`config.mk`:
```
export PLATFORM = sky130hd
export DESIGN_NAME = alp_uart_rx
export DESIGN_NICKNAME = d
export VERILOG_FILES = /design/src/rtl/alp_uart_pkg.sv /design/src/rtl/alp_uart_rx_fifo.sv /design/src/rtl/alp_uart_rx.sv
export SDC_FILE = /design/constraint.sdc
export NUM_CORES = 1
export LEC_CHECK = 0
export BUFFER_PORTS_ARGS = -buffer_cell sky130_fd_sc_hd__buf_2
export CAP_MARGIN = 15
export CORE_MARGIN = 5
export CORE_UTILIZATION = 40
export CTS_CLUSTER_SIZE = 30
export DETAILED_ROUTE_END_ITERATION = 12
export PLACE_DENSITY = 0.53
export SETUP_SLACK_MARGIN = 0.15
export SLEW_MARGIN = 10
export SYNTH_ARGS = -nofsm -noshare
export SYNTH_HDL_FRONTEND = slang
export SYNTH_SLANG_ARGS = --single-unit
export TNS_END_PERCENT = 10
```
`constraint.sdc`:
```
create_clock -name clk_i -period 3.2 [get_ports clk_i]
set_input_delay 0.16 -clock clk_i [delete_from_list [all_inputs] [get_ports clk_i]]
set_output_delay 0.16 -clock clk_i [all_outputs]
set_load 0.01 [all_outputs]
```
`src/rtl/alp_uart_pkg.sv`:
```
// rtl/alp_uart_pkg.sv - shared types and constants for the UART receiver
package alp_uart_pkg;

   localparam int UART_DATA_BITS            = 8;
   localparam int UART_CLKS_PER_BIT_DEFAULT = 434;

   typedef enum logic [2:0] {
      IDLE,
      START,
      DATA,
      STOP,
      WAIT_IDLE
   } uart_rx_state_e;

endpackage

```
`src/rtl/alp_uart_rx_fifo.sv`:
```
// rtl/alp_uart_rx_fifo.sv - receive buffer with extra-MSB pointers
module alp_uart_rx_fifo #(
   parameter int DEPTH = 8,
   parameter int WIDTH = 8
) (
   input  logic             clk_i,
   input  logic             rst_ni,
   input  logic             push_i,
   input  logic [WIDTH-1:0] wdata_i,
   input  logic             pop_i,
   output logic [WIDTH-1:0] rdata_o,
   output logic             full_o,
   output logic             empty_o
);

   localparam int AW = $clog2(DEPTH);

   logic [WIDTH-1:0] mem_q [DEPTH];
   logic [AW:0]      wr_ptr_q;
   logic [AW:0]      rd_ptr_q;
   logic             do_push;
   logic             do_pop;

   assign empty_o = (wr_ptr_q == rd_ptr_q);
   assign full_o  = (wr_ptr_q[AW] != rd_ptr_q[AW]) &&
                    (wr_ptr_q[AW-1:0] == rd_ptr_q[AW-1:0]);

   // A pop frees the slot in the same edge, so a full FIFO still accepts a push then
   assign do_pop  = pop_i && !empty_o;
   assign do_push = push_i && (!full_o || do_pop);

   // Head is forced to zero when empty so the output has a defined reset value
   assign rdata_o = empty_o ? '0 : mem_q[rd_ptr_q[AW-1:0]];

   always_ff @(posedge clk_i) begin
      if (!rst_ni) begin
         wr_ptr_q <= '0;
         rd_ptr_q <= '0;
      end else begin
         if (do_push) wr_ptr_q <= wr_ptr_q + 1'b1;
         if (do_pop)  rd_ptr_q <= rd_ptr_q + 1'b1;
      end
   end

   always_ff @(posedge clk_i) begin
      if (do_push) mem_q[wr_ptr_q[AW-1:0]] <= wdata_i;
   end

endmodule

```
`src/rtl/alp_uart_rx.sv`:
```
// rtl/alp_uart_rx.sv - 8N1 UART receiver with buffered byte output
module alp_uart_rx
   import alp_uart_pkg::*;
#(
   parameter int CLKS_PER_BIT = UART_CLKS_PER_BIT_DEFAULT,
   parameter int FIFO_DEPTH   = 8
) (
   input  logic       clk_i,
   input  logic       rst_ni,
   input  logic       rx_i,
   output logic [7:0] rdata_o,
   output logic       rvalid_o,
   input  logic       rready_i,
   output logic       frame_err_o,
   output logic       overflow_o,
   output logic       busy_o
);

   localparam int TW = $clog2(CLKS_PER_BIT);
   localparam int IW = $clog2(UART_DATA_BITS);
   localparam logic [TW-1:0] HALF_LAST = TW'(CLKS_PER_BIT / 2 - 1);
   localparam logic [TW-1:0] BIT_LAST  = TW'(CLKS_PER_BIT - 1);
   localparam logic [IW-1:0] IDX_LAST  = IW'(UART_DATA_BITS - 1);

   uart_rx_state_e            state_q, state_d;
   logic [TW-1:0]             timer_q, timer_d;
   logic [IW-1:0]             index_q, index_d;
   logic [UART_DATA_BITS-1:0] shift_q, shift_d;
   logic                      rx_meta_q, rx_s;
   logic                      push;
   logic                      frame_err_d, frame_err_q;
   logic                      overflow_q;
   logic                      fifo_full;
   logic                      fifo_empty;

   // Synchronizer idles high so reset never looks like a start bit
   always_ff @(posedge clk_i) begin
      if (!rst_ni) begin
         rx_meta_q <= 1'b1;
         rx_s      <= 1'b1;
      end else begin
         rx_meta_q <= rx_i;
         rx_s      <= rx_meta_q;
      end
   end

   always_ff @(posedge clk_i) begin
      if (!rst_ni) begin
         state_q     <= IDLE;
         timer_q     <= '0;
         index_q     <= '0;
         shift_q     <= '0;
         frame_err_q <= 1'b0;
         overflow_q  <= 1'b0;
      end else begin
         state_q     <= state_d;
         timer_q     <= timer_d;
         index_q     <= index_d;
         shift_q     <= shift_d;
         frame_err_q <= frame_err_d;
         overflow_q  <= push && fifo_full && !(rvalid_o && rready_i);
      end
   end

   always_comb begin
      state_d     = state_q;
      timer_d     = timer_q;
      index_d     = index_q;
      shift_d     = shift_q;
      push        = 1'b0;
      frame_err_d = 1'b0;
      case (state_q)
         IDLE: begin
            timer_d = '0;
            if (!rx_s) state_d = START;
         end
         START: begin
            // Sampling mid start bit rejects short low glitches
            if (timer_q == HALF_LAST) begin
               timer_d = '0;
               index_d = '0;
               state_d = rx_s ? IDLE : DATA;
            end else begin
               timer_d = timer_q + 1'b1;
            end
         end
         DATA: begin
            if (timer_q == BIT_LAST) begin
               timer_d          = '0;
               shift_d[index_q] = rx_s;
               if (index_q == IDX_LAST) state_d = STOP;
               else                     index_d = index_q + 1'b1;
            end else begin
               timer_d = timer_q + 1'b1;
            end
         end
         STOP: begin
            if (timer_q == BIT_LAST) begin
               timer_d = '0;
               if (rx_s) begin
                  push    = 1'b1;
                  state_d = IDLE;
               end else begin
                  frame_err_d = 1'b1;
                  state_d     = WAIT_IDLE;
               end
            end else begin
               timer_d = timer_q + 1'b1;
            end
         end
         WAIT_IDLE: begin
            // A held-low break parks here until the line recovers
            timer_d = '0;
            if (rx_s) state_d = IDLE;
         end
         default: state_d = IDLE;
      endcase
   end

   alp_uart_rx_fifo #(
      .DEPTH (FIFO_DEPTH),
      .WIDTH (UART_DATA_BITS)
   ) u_fifo (
      .clk_i   (clk_i),
      .rst_ni  (rst_ni),
      .push_i  (push),
      .wdata_i (shift_q),
      .pop_i   (rready_i),
      .rdata_o (rdata_o),
      .full_o  (fifo_full),
      .empty_o (fifo_empty)
   );

   assign rvalid_o    = !fifo_empty;
   assign frame_err_o = frame_err_q;
   assign overflow_o  = overflow_q;
   assign busy_o      = (state_q != IDLE);

endmodule

```
* After elaboration in Yosys (flattened, before gate mapping)
Memories as Yosys holds them, arrays and structs flattened. A register that Yosys moved wholly into a read port is not among the register bits.
Cells that the tools add are included.
** Word-level totals
- Flip-flop bits (word level) :: 35
- Memory bits (writable) :: 64
- Bits of input ports :: 4
- Output and inout bits :: 12
- Word-level logic and storage cells :: 82
- Memories :: 1
** Cells by class
- Add/subtract/negate cells :: 4
- $lt $le $gt $ge :: 2
- Equal/unequal tests :: 17
- Multiplexer cells :: 28
- Reductions and logical operators :: 20
** Memory list
- u_fifo.mem_q :: words 8, bits a word 8, rd ports 1, clocked after memory_dff 1, wr ports 1, RTL line alp_uart_rx_fifo.sv:18 : logic [WIDTH-1:0] mem_q [DEPTH];
** Operators with widths (number)
- $mux W3 :: 12
- $pmux W9 S3 :: 1
- $mux W9 :: 2
- $pmux W3 S5 :: 1
- $ne A2 B2 Y1 const B :: 7
- $add A9 B1 Y9 const B :: 1
- $eq A9 B8 Y1 const B :: 1
- $eq A9 B9 Y1 const B :: 1
- $add A4 B1 Y4 const B :: 2
- $bwmux W8 :: 1
- $mux W8 :: 1
- $mux W1 :: 7
- $eq A3 B2 Y1 const B :: 2
- $eq A3 B3 Y1 const B :: 2
- $logic_and A1 B1 Y1 :: 6
- $pmux W3 S2 :: 1
- $reduce_and A6 Y1 :: 1
- $reduce_bool A3 Y1 :: 2
- $eq A4 B4 Y1 :: 1
- $lt A3 B4 Y1 const B :: 1
- $reduce_and A4 Y1 :: 1
- $reduce_or A2 Y1 :: 2
- $add A3 B1 Y3 const B :: 1
- $demux W1 S3 :: 1
- 11 further kinds :: 13

* Logic depth before layout (Yosys ltp)
- Word-level depth :: 7
- Depth in mapped cells :: 9

* Cells and area by module
From an unflattened synthesis, not the netlist that was laid out.
** Second synthesis, totals
- Cell total of the unflattened synthesis :: 335
- Area total of the unflattened synthesis :: 4621.9 µm²
** Modules (own cells, without submodules)
- alp_uart_rx_fifo :: instances 1, cells each 173, area an instance 3086.7 µm², sequential area each 2142.1 µm²
- alp_uart_rx :: instances 1, cells each 162, area an instance 1535.2 µm², sequential area each 540.5 µm²

* Least setup slack after synthesis
Ideal clock, no wire load.
- Kind :: register to register
- Start point :: register timer_q[1]
- End point :: memory u_fifo.mem_q[0][0] (enable)
- Library setup time :: 0.395 ns
- Arrival :: 1.983 ns
- Slack :: 0.823 ns
- Cell stages (with the launch flop) :: 7
- Path buffers :: 0
- Path through :: dfxtp_1 -> inv_1 -> ha_1 -> nand4bb_4 -> nor4_2 -> o211ai_2 -> nor4_1
** On the way
- Cells in the longest elaborated chain, start to end :: 6
** Ends and longest elaborated chain
- from (decl) :: RTL line alp_uart_rx.sv:26 : logic [TW-1:0] timer_q, timer_d;
- from (signal assigned) :: RTL line alp_uart_rx.sv:57 : timer_q <= timer_d;
- $eq A9 B9 Y1 :: RTL line alp_uart_rx.sv:98 : if (timer_q == BIT_LAST) begin
- $mux W1 :: RTL line alp_uart_rx.sv:98
- $mux W1 :: RTL line alp_uart_rx.sv:72 : case (state_q)
- $logic_and A1 B1 Y1 :: RTL line alp_uart_rx_fifo.sv:30 : assign do_push = push_i && (!full_o || do_pop);
- $mux W1 :: RTL line alp_uart_rx_fifo.sv:46 : if (do_push) mem_q[wr_ptr_q[AW-1:0]] <= wdata_i;
- $mux W1 (implied by the code) :: RTL line alp_uart_rx_fifo.sv:46
- to (decl) :: RTL line alp_uart_rx_fifo.sv:18
Every way passes these cells.

* Worst setup path after layout
- Start point :: register state_q[1]
- End point :: memory u_fifo.mem_q[7][6] (enable)
** On the way
- Cells in the longest elaborated chain, start to end :: 5
** Ends and longest elaborated chain
- from (decl) :: RTL line alp_uart_rx.sv:25 : uart_rx_state_e state_q, state_d;
- from (signal assigned) :: RTL line alp_uart_rx.sv:56 : state_q <= state_d;
- $eq A3 B2 Y1 :: RTL line alp_uart_rx.sv:72
- $mux W1 :: RTL line alp_uart_rx.sv:72
- $logic_and A1 B1 Y1 :: RTL line alp_uart_rx_fifo.sv:30
- $mux W1 :: RTL line alp_uart_rx_fifo.sv:46
- $mux W1 (implied by the code) :: RTL line alp_uart_rx_fifo.sv:46
Every way passes these cells.

==> impl_metrics.prom <==
# TYPE chip_impl_metric gauge
chip_impl_metric{name="drive_above_1_share",unit="%"} 19.1
chip_impl_metric{name="clkSlewWorstSetupHoldPaths",unit="ns"} 0.10
chip_impl_metric{name="detailedRoute.firstIterationViolations",unit=""} 90
chip_impl_metric{name="detail_route.wirelength",unit="microns"} 7970
chip_impl_metric{name="multiInputGateArea",unit="sq mm"} 0.00161
chip_impl_metric{name="tns",unit="ns"} 0
chip_impl_metric{name="drt_drc_violations_left",unit=""} 0
chip_impl_metric{name="post_synth_inst_count",unit=""} 323
chip_impl_info{name="synth-main-ff-cell",value="edfxtp_1"} 1
chip_impl_metric{name="p_leak",unit="nW"} 1.76
chip_impl_metric{name="final-hold-violation-count",unit=""} 0
chip_impl_metric{name="antenna_cells_inserted",unit=""} 0
chip_impl_metric{name="synth_edf_count",unit=""} 64
chip_impl_metric{name="place_congestion",unit=""} 0.774
chip_impl_metric{name="clkLatencyLatePin",unit="ns"} 0.37
chip_impl_metric{name="hpwl",unit="microns"} 5570
chip_impl_info{name="worstSetupStartpointType",value="flop"} 1
chip_impl_metric{name="cts_inserted_buffers",unit=""} 9
chip_impl_info{name="rsz0062_at_grt",value="no"} 1
chip_impl_metric{name="die_x",unit="microns"} 115
chip_impl_metric{name="dieHeight",unit="microns"} 115
chip_impl_metric{name="power.ir.vdd_worst",unit="mV"} 0.188
chip_impl_metric{name="ctsResizeCount",unit=""} 0
chip_impl_metric{name="netlist.area_leader.share",unit="%"} 43.9
chip_impl_info{name="hold_path_class",value="in -> reg"} 1
chip_impl_metric{name="synth_seq_cells",unit=""} 102
chip_impl_metric{name="initial_utilization",unit="%"} 40.5
chip_impl_metric{name="antenna_viol_nets_final",unit=""} 0
chip_impl_metric{name="num_io_pins",unit=""} 16
chip_impl_info{name="post-synth-top-area-cell",value="edfxtp_1"} 1
chip_impl_metric{name="timing.critical_path.arrival",unit="ns"} 2.38
chip_impl_metric{name="period_share",unit="%"} 74.3
chip_impl_metric{name="report.final.slew_viol_count",unit=""} 0
chip_impl_metric{name="synth.lib_cells_used.distinct",unit=""} 53
chip_impl_metric{name="syn-cell-area",unit="sq mm"} 0.00438
chip_impl_metric{name="synth_warnings",unit=""} 0
chip_impl_metric{name="maxCapViolations",unit=""} 0
chip_impl_metric{name="num_rows",unit=""} 38
chip_impl_metric{name="gr_ovfl_total",unit=""} 0
chip_impl_metric{name="timing.max_slew.rel_slack",unit="%"} 47.4
chip_impl_metric{name="slew_at_the_pin_closest_to_its_max_slew_limit",unit="ns"} 0.787
chip_impl_metric{name="core_area",unit="sq mm"} 0.0108
chip_impl_metric{name="filler_cell_count",unit=""} 1007
chip_impl_metric{name="port_buffers",unit=""} 15
chip_impl_metric{name="setup-violations-final",unit=""} 0
chip_impl_metric{name="synth_seq_area_share",unit="%"} 61.3
chip_impl_metric{name="post_drt_wl_per_cell",unit="microns"} 16.4
chip_impl_info{name="synth.cells.most_frequent",value="64 x edfxtp_1, 38 x dfxtp_1, 28 x nand2_1, 25 x nor2_1, 20 x mux2i_1"} 1
chip_impl_metric{name="antenna_found_initial",unit=""} 0
chip_impl_metric{name="final-seq-area",unit="sq mm"} 0.00268
chip_impl_metric{name="area_delta_synth_final",unit="%"} 10.3
chip_impl_metric{name="firstDrtPassIters",unit=""} 4
chip_impl_metric{name="synth_async_sr_flop_share",unit="%"} 0
chip_impl_metric{name="grt_usage",unit="%"} 13.2
chip_impl_metric{name="tritoncts_num_sinks",unit=""} 102
chip_impl_metric{name="timing.critical_path.fanout_max",unit=""} 14
chip_impl_info{name="synth.most_common_cell",value="edfxtp_1"} 1
chip_impl_metric{name="power.density",unit="mW/mm^2"} 454
chip_impl_metric{name="numPlacedInstances",unit=""} 469
chip_impl_metric{name="detailroute.via_count",unit=""} 2563
chip_impl_metric{name="layout_min_cycle_time",unit="ns"} 2.38
chip_impl_metric{name="worst_clock_skew",unit="ns"} 0.00572
chip_impl_metric{name="fmax",unit="MHz"} 421
chip_impl_info{name="cts-root-buf",value="clkbuf_8"} 1
chip_impl_metric{name="cts.htree.levels",unit=""} 3
chip_impl_info{name="timing_worst_setup_path_type",value="reg -> reg"} 1
chip_impl_metric{name="drt-vias-per-instance",unit=""} 5.27
chip_impl_metric{name="post_synth.cell_area_avg",unit="sq um"} 13.5
chip_impl_info{name="cts_tree",value="done"} 1
chip_impl_info{name="status",value="finished clean"} 1
chip_impl_metric{name="final_nets",unit=""} 352
chip_impl_metric{name="clock_tree.buffer_depth",unit=""} 2
chip_impl_metric{name="first_global_vias",unit=""} 2552
chip_impl_info{name="timing.critical_path.to_type",value="flop"} 1
chip_impl_metric{name="maximum_number_of_pins_on_one_net_before_global_route_repair",unit=""} 32
chip_impl_info{name="synth.area.top_cells",value="edfxtp_1 44%, dfxtp_1 17%, mux4_2 8.2%"} 1
chip_impl_metric{name="worstPathRequired",unit="ns"} 3.21
chip_impl_metric{name="grt_pass1_wl",unit="microns"} 13300
chip_impl_metric{name="net_count_synth",unit=""} 334
chip_impl_metric{name="die_area",unit="sq mm"} 0.0131
chip_impl_metric{name="final-instance-count-excl-fill",unit=""} 486
-- stage by stage --
step | area [sq um] | power, mW | worst slack [ns] | util [%] | hold slack [ns]
after floorplan | 4380 | 1.43 | 0.823 | - | 0.261
final | 4820 | 2.19 | 0.823 | 44.7 | 0.182
after global routing | 4820 | 2.28 | 0.652 | 44.7 | 0.173
after detailed placement | 4620 | 1.44 | 0.818 | 42.8 | 0.349
after CTS | 4820 | 2.22 | 0.796 | 44.7 | 0.163
after global placement | 4620 | 1.44 | 0.874 | 42.8 | 0.338
-- critical path: stages, from the launching register on --
cell and delay (ns):
dfxtp_1 0.56, nand2_1 0.17, nor4_2 0.37, o2111ai_1 0.30
nor2_1 0.62
-- timing repair --
action                    CTS  global route
setup buffers               0             0
hold buffers                1             0
hold endpoints to repair    1             0
-- metal layers --
metal  track usage (%)  share of wire [%]
met3              2.38                2.7
met5                 0                  0
met2              21.4                 49
met4              5.30                1.6
met1              17.5                 47
-- path summary, 6_finish.rpt --
check / to / cells after the start / slack [ns] / start
max: u_fifo.mem_q[7][6] / 4 / 0.82 / state_q[1]
max reg2reg: u_fifo.mem_q[7][6] / 4 / 0.82 / state_q[1]
min: overflow_o / 3 / 0.18 / rready_i
min reg2reg: rx_s / 1 / 0.42 / rx_meta_q
-- power by group --
group	switching (mW)	internal (mW)
Sequential	0.00363	1.38
Clock	0.475	0.302
Combinational	0.0177	0.0105
-- cells by family after synthesis --
logic type	share of synthesized area, %
AND/OR/NAND/NOR	13.8
buffers and inverters	2.06
XOR/XNOR	2.20
multiplexers	12.8
flip-flops	61.3
adder cells (fa/ha/maj)	2.00
AO/OA/AOI/OAI	5.78
-- final cells by class --
cell class                 count  area share [%]
clock inverter                 7            1.37
timing repair buffer          24            3.01
tap                          140            3.63
inverter                       6           0.467
multi-input combinational    198            33.4
sequential                   102            55.6
clock buffer                   9            2.57
-- registers in the layout (all words and copies together) (netlist names), named ones only --
name	count
frame_err_o	1
index_q	3
overflow_o	1
rx_meta_q	1
rx_s	1
shift_q	8
state_q	3
timer_q	9
u_fifo.mem_q	64
u_fifo.rd_ptr_q	4
u_fifo.wr_ptr_q	4
-- cells in the final DEF, fill, tap and decap left out, types with 2 or more instances in the layout --
master,netlist,layout
dfxtp_1,38,38
buf_2,3,15
buf_4,0,8
nor4b_1,2,2
or3_1,6,6
nor3_1,4,4
nor2_1,25,25
mux4_2,16,16
nor2b_1,5,5
and2_1,5,5
inv_8,0,3
clkbuf_8,0,9
and3_1,2,2
o21ai_0,8,8
a21o_1,4,4
a21boi_0,2,2
nand3b_1,3,3
a22oi_1,2,2
clkinvlp_4,0,2
xnor2_1,10,10
o21a_1,2,2
mux2i_1,20,20
nand3_1,6,6
nand2b_1,8,8
nand2_1,28,28
edfxtp_1,64,64
a21oi_1,6,6
ha_1,7,7
inv_1,6,6
nor3b_2,2,2
clkinv_4,0,2
nor4_2,1,2
No activity file was read; power rests on OpenSTA's default activity.
